### src/rtl/bin_to_digit_pkg.sv
// Shared constants, state encoding and request type for the binary-to-display-digit converter.
package bin_to_digit_pkg;

  localparam logic [3:0] DIG_BLANK  = 4'd10;
  localparam logic [3:0] DIG_MINUS  = 4'd11;
  localparam int         BIN_W      = 20;
  localparam int         BCD_DIGITS = 7;
  localparam int         BCD_W      = BCD_DIGITS * 4;
  localparam int         CONV_STEPS = 20;
  localparam int         CNT_W      = $clog2(CONV_STEPS);

  typedef enum logic [1:0] {
    IDLE = 2'd0,
    CONV = 2'd1,
    FMT  = 2'd2
  } state_t;

  typedef struct packed {
    logic [BIN_W-1:0] mag;
    logic             neg;
  } conv_req_t;

endpackage

### src/rtl/bin_to_digit_nibble_adj.sv
// Double-dabble correction for one BCD nibble: add 3 when the digit is 5 or more.
module bcd_nibble_adj (
  input  logic [3:0] din,
  output logic [3:0] dout
);

  assign dout = (din >= 4'd5) ? din + 4'd3 : din;

endmodule

### src/rtl/bin_to_digit.sv
// Serial double-dabble conversion of a 20-bit magnitude into eight display codes,
// with optional leading-zero blanking and a floating minus sign.
module bin_to_digit
  import bin_to_digit_pkg::*;
#(
  parameter bit BLANK_EN = 1'b1
) (
  input  logic             sclk,
  input  logic             nrst,
  input  logic             start,
  input  logic [BIN_W-1:0] bin,
  input  logic             neg,
  output logic             busy,
  output logic             done,
  output logic [3:0]       bit_7,
  output logic [3:0]       bit_6,
  output logic [3:0]       bit_5,
  output logic [3:0]       bit_4,
  output logic [3:0]       bit_3,
  output logic [3:0]       bit_2,
  output logic [3:0]       bit_1,
  output logic [3:0]       bit_0
);

  state_t           state, state_nxt;
  conv_req_t        req;
  logic [BCD_W-1:0] bcd, bcd_adj;
  logic [BIN_W-1:0] shreg;
  logic             neg_q;
  logic [CNT_W-1:0] cnt;
  logic [7:0][3:0]  disp_q, disp_nxt;
  int               msd;
  logic             nz;

  assign req = '{mag: bin, neg: neg};

  for (genvar g = 0; g < BCD_DIGITS; g++) begin : g_adj
    bcd_nibble_adj u_adj (
      .din  (bcd[g*4 +: 4]),
      .dout (bcd_adj[g*4 +: 4])
    );
  end

  always_comb begin
    state_nxt = state;
    case (state)
      IDLE:    if (start) state_nxt = CONV;
      CONV:    if (cnt == CNT_W'(CONV_STEPS - 1)) state_nxt = FMT;
      FMT:     state_nxt = IDLE;
      default: state_nxt = IDLE;
    endcase
  end

  // Minus sits just left of the most significant shown digit; zero never gets one.
  always_comb begin
    msd = 0;
    for (int i = 1; i < BCD_DIGITS; i++)
      if (bcd[i*4 +: 4] != 4'd0) msd = i;
    nz = |bcd;
    disp_nxt    = '0;
    disp_nxt[7] = (neg_q && nz) ? DIG_MINUS : DIG_BLANK;
    for (int i = 0; i < BCD_DIGITS; i++) begin
      disp_nxt[i] = bcd[i*4 +: 4];
      if (BLANK_EN && i > msd)
        disp_nxt[i] = (neg_q && nz && i == msd + 1) ? DIG_MINUS : DIG_BLANK;
    end
    if (BLANK_EN && msd != BCD_DIGITS - 1) disp_nxt[7] = DIG_BLANK;
  end

  always_ff @(posedge sclk) begin
    if (!nrst) begin
      state  <= IDLE;
      busy   <= 1'b0;
      done   <= 1'b0;
      cnt    <= '0;
      bcd    <= '0;
      shreg  <= '0;
      neg_q  <= 1'b0;
      disp_q <= {8{DIG_BLANK}};
    end else begin
      state <= state_nxt;
      done  <= 1'b0;
      case (state)
        IDLE: if (start) begin
          shreg <= req.mag;
          neg_q <= req.neg;
          bcd   <= '0;
          cnt   <= '0;
          busy  <= 1'b1;
        end
        CONV: begin
          bcd   <= {bcd_adj[BCD_W-2:0], shreg[BIN_W-1]};
          shreg <= {shreg[BIN_W-2:0], 1'b0};
          cnt   <= cnt + CNT_W'(1);
        end
        FMT: begin
          disp_q <= disp_nxt;
          done   <= 1'b1;
          busy   <= 1'b0;
        end
        default: ;
      endcase
    end
  end

  assign bit_7 = disp_q[7];
  assign bit_6 = disp_q[6];
  assign bit_5 = disp_q[5];
  assign bit_4 = disp_q[4];
  assign bit_3 = disp_q[3];
  assign bit_2 = disp_q[2];
  assign bit_1 = disp_q[1];
  assign bit_0 = disp_q[0];

endmodule
### config.mk
export PLATFORM = sky130hd
export DESIGN_NAME = bin_to_digit
export DESIGN_NICKNAME = d
export VERILOG_FILES = /design/src/rtl/bin_to_digit_pkg.sv /design/src/rtl/bin_to_digit_nibble_adj.sv /design/src/rtl/bin_to_digit.sv
export SDC_FILE = /design/constraint.sdc
export NUM_CORES = 1
export LEC_CHECK = 0
export BUFFER_PORTS_ARGS = -buffer_cell sky130_fd_sc_hd__buf_2
export CELL_PAD_IN_SITES_DETAIL_PLACEMENT = 0
export CELL_PAD_IN_SITES_GLOBAL_PLACEMENT = 1
export CORE_MARGIN = 2
export CORE_UTILIZATION = 45
export CTS_BUF_LIST = sky130_fd_sc_hd__clkbuf_8
export DETAILED_ROUTE_END_ITERATION = 10
export GPL_TIMING_DRIVEN = 0
export PLACE_DENSITY = 0.82
export SKIP_LAST_GASP = 1
export SYNTH_ARGS = -nofsm -noshare
export SYNTH_HDL_FRONTEND = slang
export SYNTH_SLANG_ARGS = --single-unit
### constraint.sdc
create_clock -name sclk -period 2.7 [get_ports sclk]
set_input_delay 0.405 -clock sclk [delete_from_list [all_inputs] [get_ports sclk]]
set_output_delay 0.405 -clock sclk [all_outputs]
set_load 0.02 [all_outputs]
# ---- Word level (Yosys, flattened, before mapping)
# Index checks and enable logic that the tools add are counted.
dict set report totals {
  out_inout_bits 34
  regBits 90
  wordCells 114
}
dict set report classes {
  order_cmp 14
  mux 41
  n_addsub 9
  n_reduce_logical 23
  n_eq_ne 12
}
# op n
set ops {}
lappend ops {{2-to-1 mux 32 bit} 5}
lappend ops {{== test 4 x 32 -> 1 bit, first input constant} 3}
lappend ops {{> comparator 4 x 32 -> 1 bit, first input constant} 3}
lappend ops {{== test 3 x 32 -> 1 bit, first input constant} 2}
lappend ops {{> comparator 3 x 32 -> 1 bit, first input constant} 2}
lappend ops {{case mux 28 bit (2 select lines)} 1}
lappend ops {{2-to-1 mux 4 bit} 13}
lappend ops {{case mux 20 bit (2 select lines)} 1}
lappend ops {{adder 32 x 2 -> 32 bit, second input constant} 1}
lappend ops {{== test 2 x 32 -> 1 bit, first input constant} 1}
lappend ops {{> comparator 1 x 32 -> 1 bit, first input constant} 1}
lappend ops {{> comparator 2 x 32 -> 1 bit, first input constant} 1}
lappend ops {{zero test 32 bit} 1}
lappend ops {{inequality test 32 x 4 -> 1 bit, second input constant} 1}
lappend ops {{greater-or-equal comparator 4 x 3 -> 1 bit, second input constant} 7}
lappend ops {{2-to-1 mux 28 bit} 1}
lappend ops {{OR reduction 28 bit} 1}
lappend ops {{adder 4 x 2 -> 4 bit, second input constant} 6}
lappend ops {{nonzero test 4 bit} 6}
lappend ops {{2-to-1 mux 20 bit} 1}
lappend ops {{2-to-1 mux 1 bit} 12}
lappend ops {{case mux 5 bit (2 select lines)} 1}
lappend ops {{logical AND 1 bit} 8}
lappend ops {{AND reduction 2 bit} 4}
lappend ops {{13 further kinds} 16}

# ---- Longest topological paths before layout
dict set report depth {
  word_depth 12
  depth_mapped 11
}

# ---- Modules after synthesis
# A second synthesis with hierarchy kept.
dict set report unflattened {
  cells_unflattened 478
  area_unflattened_um2 4092.7
}
# module area_each_um2 cells_per_inst instances
set modules_own_cells {}
lappend modules_own_cells {bin_to_digit 3383.2 366 1}
lappend modules_own_cells {bcd_nibble_adj 101.3 16 7}

# ---- Worst setup path before layout
# Ideal clock, no wire load.
dict set report synth_path {
  path_type {register to register}
  start {reg bcd[20]}
  end {reg disp_q, in the netlist bit_2[0]}
  arrival_ns 2.164
  setup_time_ns 0.070
  path_stages_with_launch 12
  path_slack_ns 0.465
  path_cell_list {dfxtp_1 inv_1 ha_1 nor3b_2 and2_1 nand3_1 ha_1 nor2b_1 nand4_1 nor3_1 nand3_1 a21boi_1}
}
dict set report synth_via {
  elab_chain_len 8
  elab_cells_between_ends 11
}
# element line_no
set synth_lines {}
lappend synth_lines {{start, declared} bin_to_digit.sv:27} ;# logic [BCD_W-1:0] bcd, bcd_adj;
lappend synth_lines {{start signal, assigned} bin_to_digit.sv:92} ;# bcd <= {bcd_adj[BCD_W-2:0], shreg[BIN_W-1]};
lappend synth_lines {{nonzero test 4 bit} bin_to_digit.sv:58} ;# if (bcd[i*4 +: 4] != 4'd0) msd = i;
lappend synth_lines {{2-to-1 mux 32 bit (2 in a row)} bin_to_digit.sv:58}
lappend synth_lines {{adder 32 x 2 -> 32 bit} bin_to_digit.sv:65} ;# disp_nxt[i] = (neg_q && nz && i == msd + 1) ? DIG_MINUS : DIG_BLANK;
lappend synth_lines {{== test 3 x 32 -> 1 bit} bin_to_digit.sv:65}
lappend synth_lines {{logical AND 1 bit} bin_to_digit.sv:65}
lappend synth_lines {{2-to-1 mux 1 bit} bin_to_digit.sv:65}
lappend synth_lines {{2-to-1 mux 4 bit *} bin_to_digit.sv:64} ;# if (BLANK_EN && i > msd)
lappend synth_lines {{end signal, assigned} bin_to_digit.sv:79} ;# disp_q <= {8{DIG_BLANK}};
lappend synth_lines {{end signal, assigned} bin_to_digit.sv:97} ;# disp_q <= disp_nxt;
lappend synth_lines {{end, declared} bin_to_digit.sv:31} ;# logic [7:0][3:0] disp_q, disp_nxt;
# Mark *: on every way between the ends. The rest lies on a longest branch, timed or not.
# A chain may end at the register's enable or synchronous reset.

# ---- Worst setup path in the final report
dict set report layout_path {
  start {reg bcd[24]}
  end {reg disp_q, in the netlist bit_2[0]}
}
dict set report layout_via {
  elab_chain_len 7
  elab_cells_between_ends 10
}
# element line_no
set layout_lines {}
lappend layout_lines {{nonzero test 4 bit} bin_to_digit.sv:58}
lappend layout_lines {{2-to-1 mux 32 bit} bin_to_digit.sv:58}
lappend layout_lines {{adder 32 x 2 -> 32 bit} bin_to_digit.sv:65}
lappend layout_lines {{== test 3 x 32 -> 1 bit} bin_to_digit.sv:65}
lappend layout_lines {{logical AND 1 bit} bin_to_digit.sv:65}
lappend layout_lines {{2-to-1 mux 1 bit} bin_to_digit.sv:65}
lappend layout_lines {{2-to-1 mux 4 bit *} bin_to_digit.sv:64}
# Marked as above.

==> impl_results.md <==
- Vias in the first global route: between 3,000 and 4,000
- Cell Area, Synth: 4060 sq um
- Post-route antenna net violation count: 0
- Synth cell types: 47
- HPWL after DPL: between 7000 and 8000 microns
- Fin. max-slew vios: 0
- Worst hold slack: 0.298 ns
- CTS tree: yes
- Synth Register Bits: slightly below 90
- Drt pass-1 iters: 5
- Leak: 1.87 nW
- Synth async-reset ratio: 0%
- Residual DRC: 0
- Vias after detailed routing: 3,611
- Die area: approximately 9800 sq um
- Initial antenna violation count: 0
- Clock buffer depth: 2
- Global-route wire length before repair: between 15,000 and 20,000 microns
- Die width: ~99 microns
- Die Y: around 100 microns
- Hold Path Class: in2reg
- Initial DRC Count: about 190
- Top flop regs: bcd (28), shreg (20), cnt (5)
- Clk sinks: just under 90
- Final period utilization: roughly 93%
- Final GP Congestion: 0.940
- Worst Setup End Kind: flop
- Max Clock Skew: 0.00985 ns
- Clock-pin slew on the worst setup and hold paths: roughly 0.090 ns
- Syn. warnings: 0
- Crit path launch type: flop
- Crit path arrival time: approximately 2.8 ns
- Largest register FFs: 28
- DRT Wirelength: 10,800 microns
- Max_slew headroom: between 50% and 60%
- Num CTS Buffers: 9
- Status: completed
- Starting Density: between 40% and 50%
- GR Overflow Total: 0
- PortBufs: 53
- Syn_area_per_cell: between 8 and 9 sq um
- Max-Cap Viols: 0
- # fillers: approximately 850
- Core ar.: between 8000 and 9000 sq um
- Hold buffers post-CTS: 0
- Average wire per standard cell: 16.7 microns
- Worst skew pair latency: ~0.36 ns
- Largest net degree at the start of global routing: 15
- Post-synth top flop: dfxtp_1
- Final Instance Area: between 4000 and 5000 sq um
- VDD IR max: ~0.0003 V
- Crit path kind: reg2reg
- Power per Cell Area: about 500 nW/um^2
- Final hold vios: 0
- Largest reg by FF count: bcd
- CP Max Fanout: 6
- IO Count: 58
- Fin crit period: between 2 and 3 ns
- Row count: 34
- Vias per std cell: between 5 and 6
- NumNets Final: around 580
- Setup TNS after final layout: 0 ns
- Ant. Diodes: 0
- Worst-Margin Slew: about 0.63 ns
- Sequential cell area fraction in the yosys report: a little over two fifths
- Final core occ: a little over half
- CP required: between 2 and 3 ns
- Share of layout cells above drive strength 1: about a fifth
- EDFF count, synth: 0
- Area after DPL: 4470 sq um
- Synthesized instance count: 463
- Maximum clock frequency: approximately 400 MHz
- R2R Setup Slk: about 0.19 ns
- Clock root buffer: clkbuf_8
- Area Overhead vs Synth: 16.3%
- GRT Util Overall: roughly 22%
- H-tree Lvls: 3
- Setup-failing EPs final: 0
routing by layer:
metal | up-vias | global-route usage, % | part of all wire (%)
met3 | 25 | 4.33 | 5.0
met4 | 0 | 9.17 | 2.6
met5 | - | 0 | 0
li1 | 1784 | - | -
met2 | 107 | 33.9 | 44
met1 | 1695 | 31.1 | 49
logic make-up (layout without fill, tap and decap cells):
family / after synthesis / after routing / synth area share [%]
simple gates: 160 / 160 / 21.0
compound gates: 140 / 140 / 22.7
flops: 87 / 87 / 42.9
buf+inv: 44 / 120 / 5.08
fa+ha+maj: 19 / 19 / 5.85
xor+xnor: 11 / 11 / 2.37
other cells: 2 / 3 / 0.185
metrics by stage:
step           std cells  setup slack (ns)  total power, mW
2_1_floorplan        464             0.465             1.49
3_3_place_gp         625           -0.0796             1.55
3_5_place_dp         625           -0.0239             1.56
4_1_cts              641            0.0153             2.39
5_1_grt              648           -0.0114             2.47
6_report             648             0.189             2.38
report_power, final:
| group | switching, mW | total [mW] | internal (mW) |
|---|---|---|---|
| registers | 0.0190 | 1.33 | 1.31 |
| clock network | 0.472 | 0.855 | 0.383 |
| logic | 0.122 | 0.198 | 0.0761 |
| total | 0.613 | 2.38 | 1.77 |
cell type report:
cell class	instances	area, sq um	area share, %
Clock buffer	11	151	3.20
Clock inverter	5	32.5	0.688
Tap cell	108	135	2.86
Multi-Input combinational cell	333	2140	45.3
Timing Repair Buffer	60	318	6.72
Sequential cell	87	1740	36.9
Buffer	29	150	3.18
Inverter	15	56.3	1.19
final timing paths:
check	endpoint	cells past startpoint	from
setup / recovery	bit_2[0]$_SDFFE_PN0P_	11	bcd[24]$_SDFFE_PN0P_
setup reg to reg	bit_2[0]$_SDFFE_PN0P_	11	bcd[24]$_SDFFE_PN0P_
hold reg to reg	bit_1[2]$_SDFFE_PN0P_	2	bit_1[2]$_SDFFE_PN0P_
hold / removal	neg_q$_SDFFE_PN0P_	3	neg
what timing repair did:
action | CTS | global route
pin swaps | 0 | 0
endpoints found under the setup margin | 2 | 2
gates cloned | 0 | 0
resized for setup | 1 | 6
setup buffers | 0 | 7
endpoints found under the hold margin | 0 | 0
critical path, stage by stage, from the launching register on:
cell and delay (ns):
dfxtp_1 0.35, inv_1 0.17, ha_1 0.20, nor3b_4 0.33, and2_4 0.25, nand3_1 0.08
ha_1 0.33, nor2b_2 0.16, nand4_1 0.14, nor3_2 0.16, nand3_1 0.13, a21boi_1 0.16
cells in the mapped netlist (all sizes together), types with 12 or more instances:
master / n / area, sq um
nor3: 14 / 75.1
a21boi: 26 / 195
nand3: 12 / 60.1
dfxtp: 87 / 1740
inv: 15 / 56.3
o21ai: 35 / 175
nor2: 40 / 158
a21oi: 26 / 130
a22oi: 13 / 97.6
buf: 20 / 116
nand2: 50 / 195
ha: 19 / 238
cell usage in the layout (no fill, tap or decap), drive strengths merged, types with 4 or more instances in the layout:
cell type and n:
nand4 8, xor2 4, nand2 50, dfxtp 87, ha 19, nor3 14
nor2b 5, nand2b 9, nor3b 9, a21oi 26, and2 5, o22ai 9
o221ai 6, clkbuf 20, o21ai 35, o32ai 4, a21boi 26, a32o 7
nand3 12, buf 80, a22oi 13, nor2 40, xnor2 7, o31ai 7
inv 17
(Power assumes the default switching activity.)
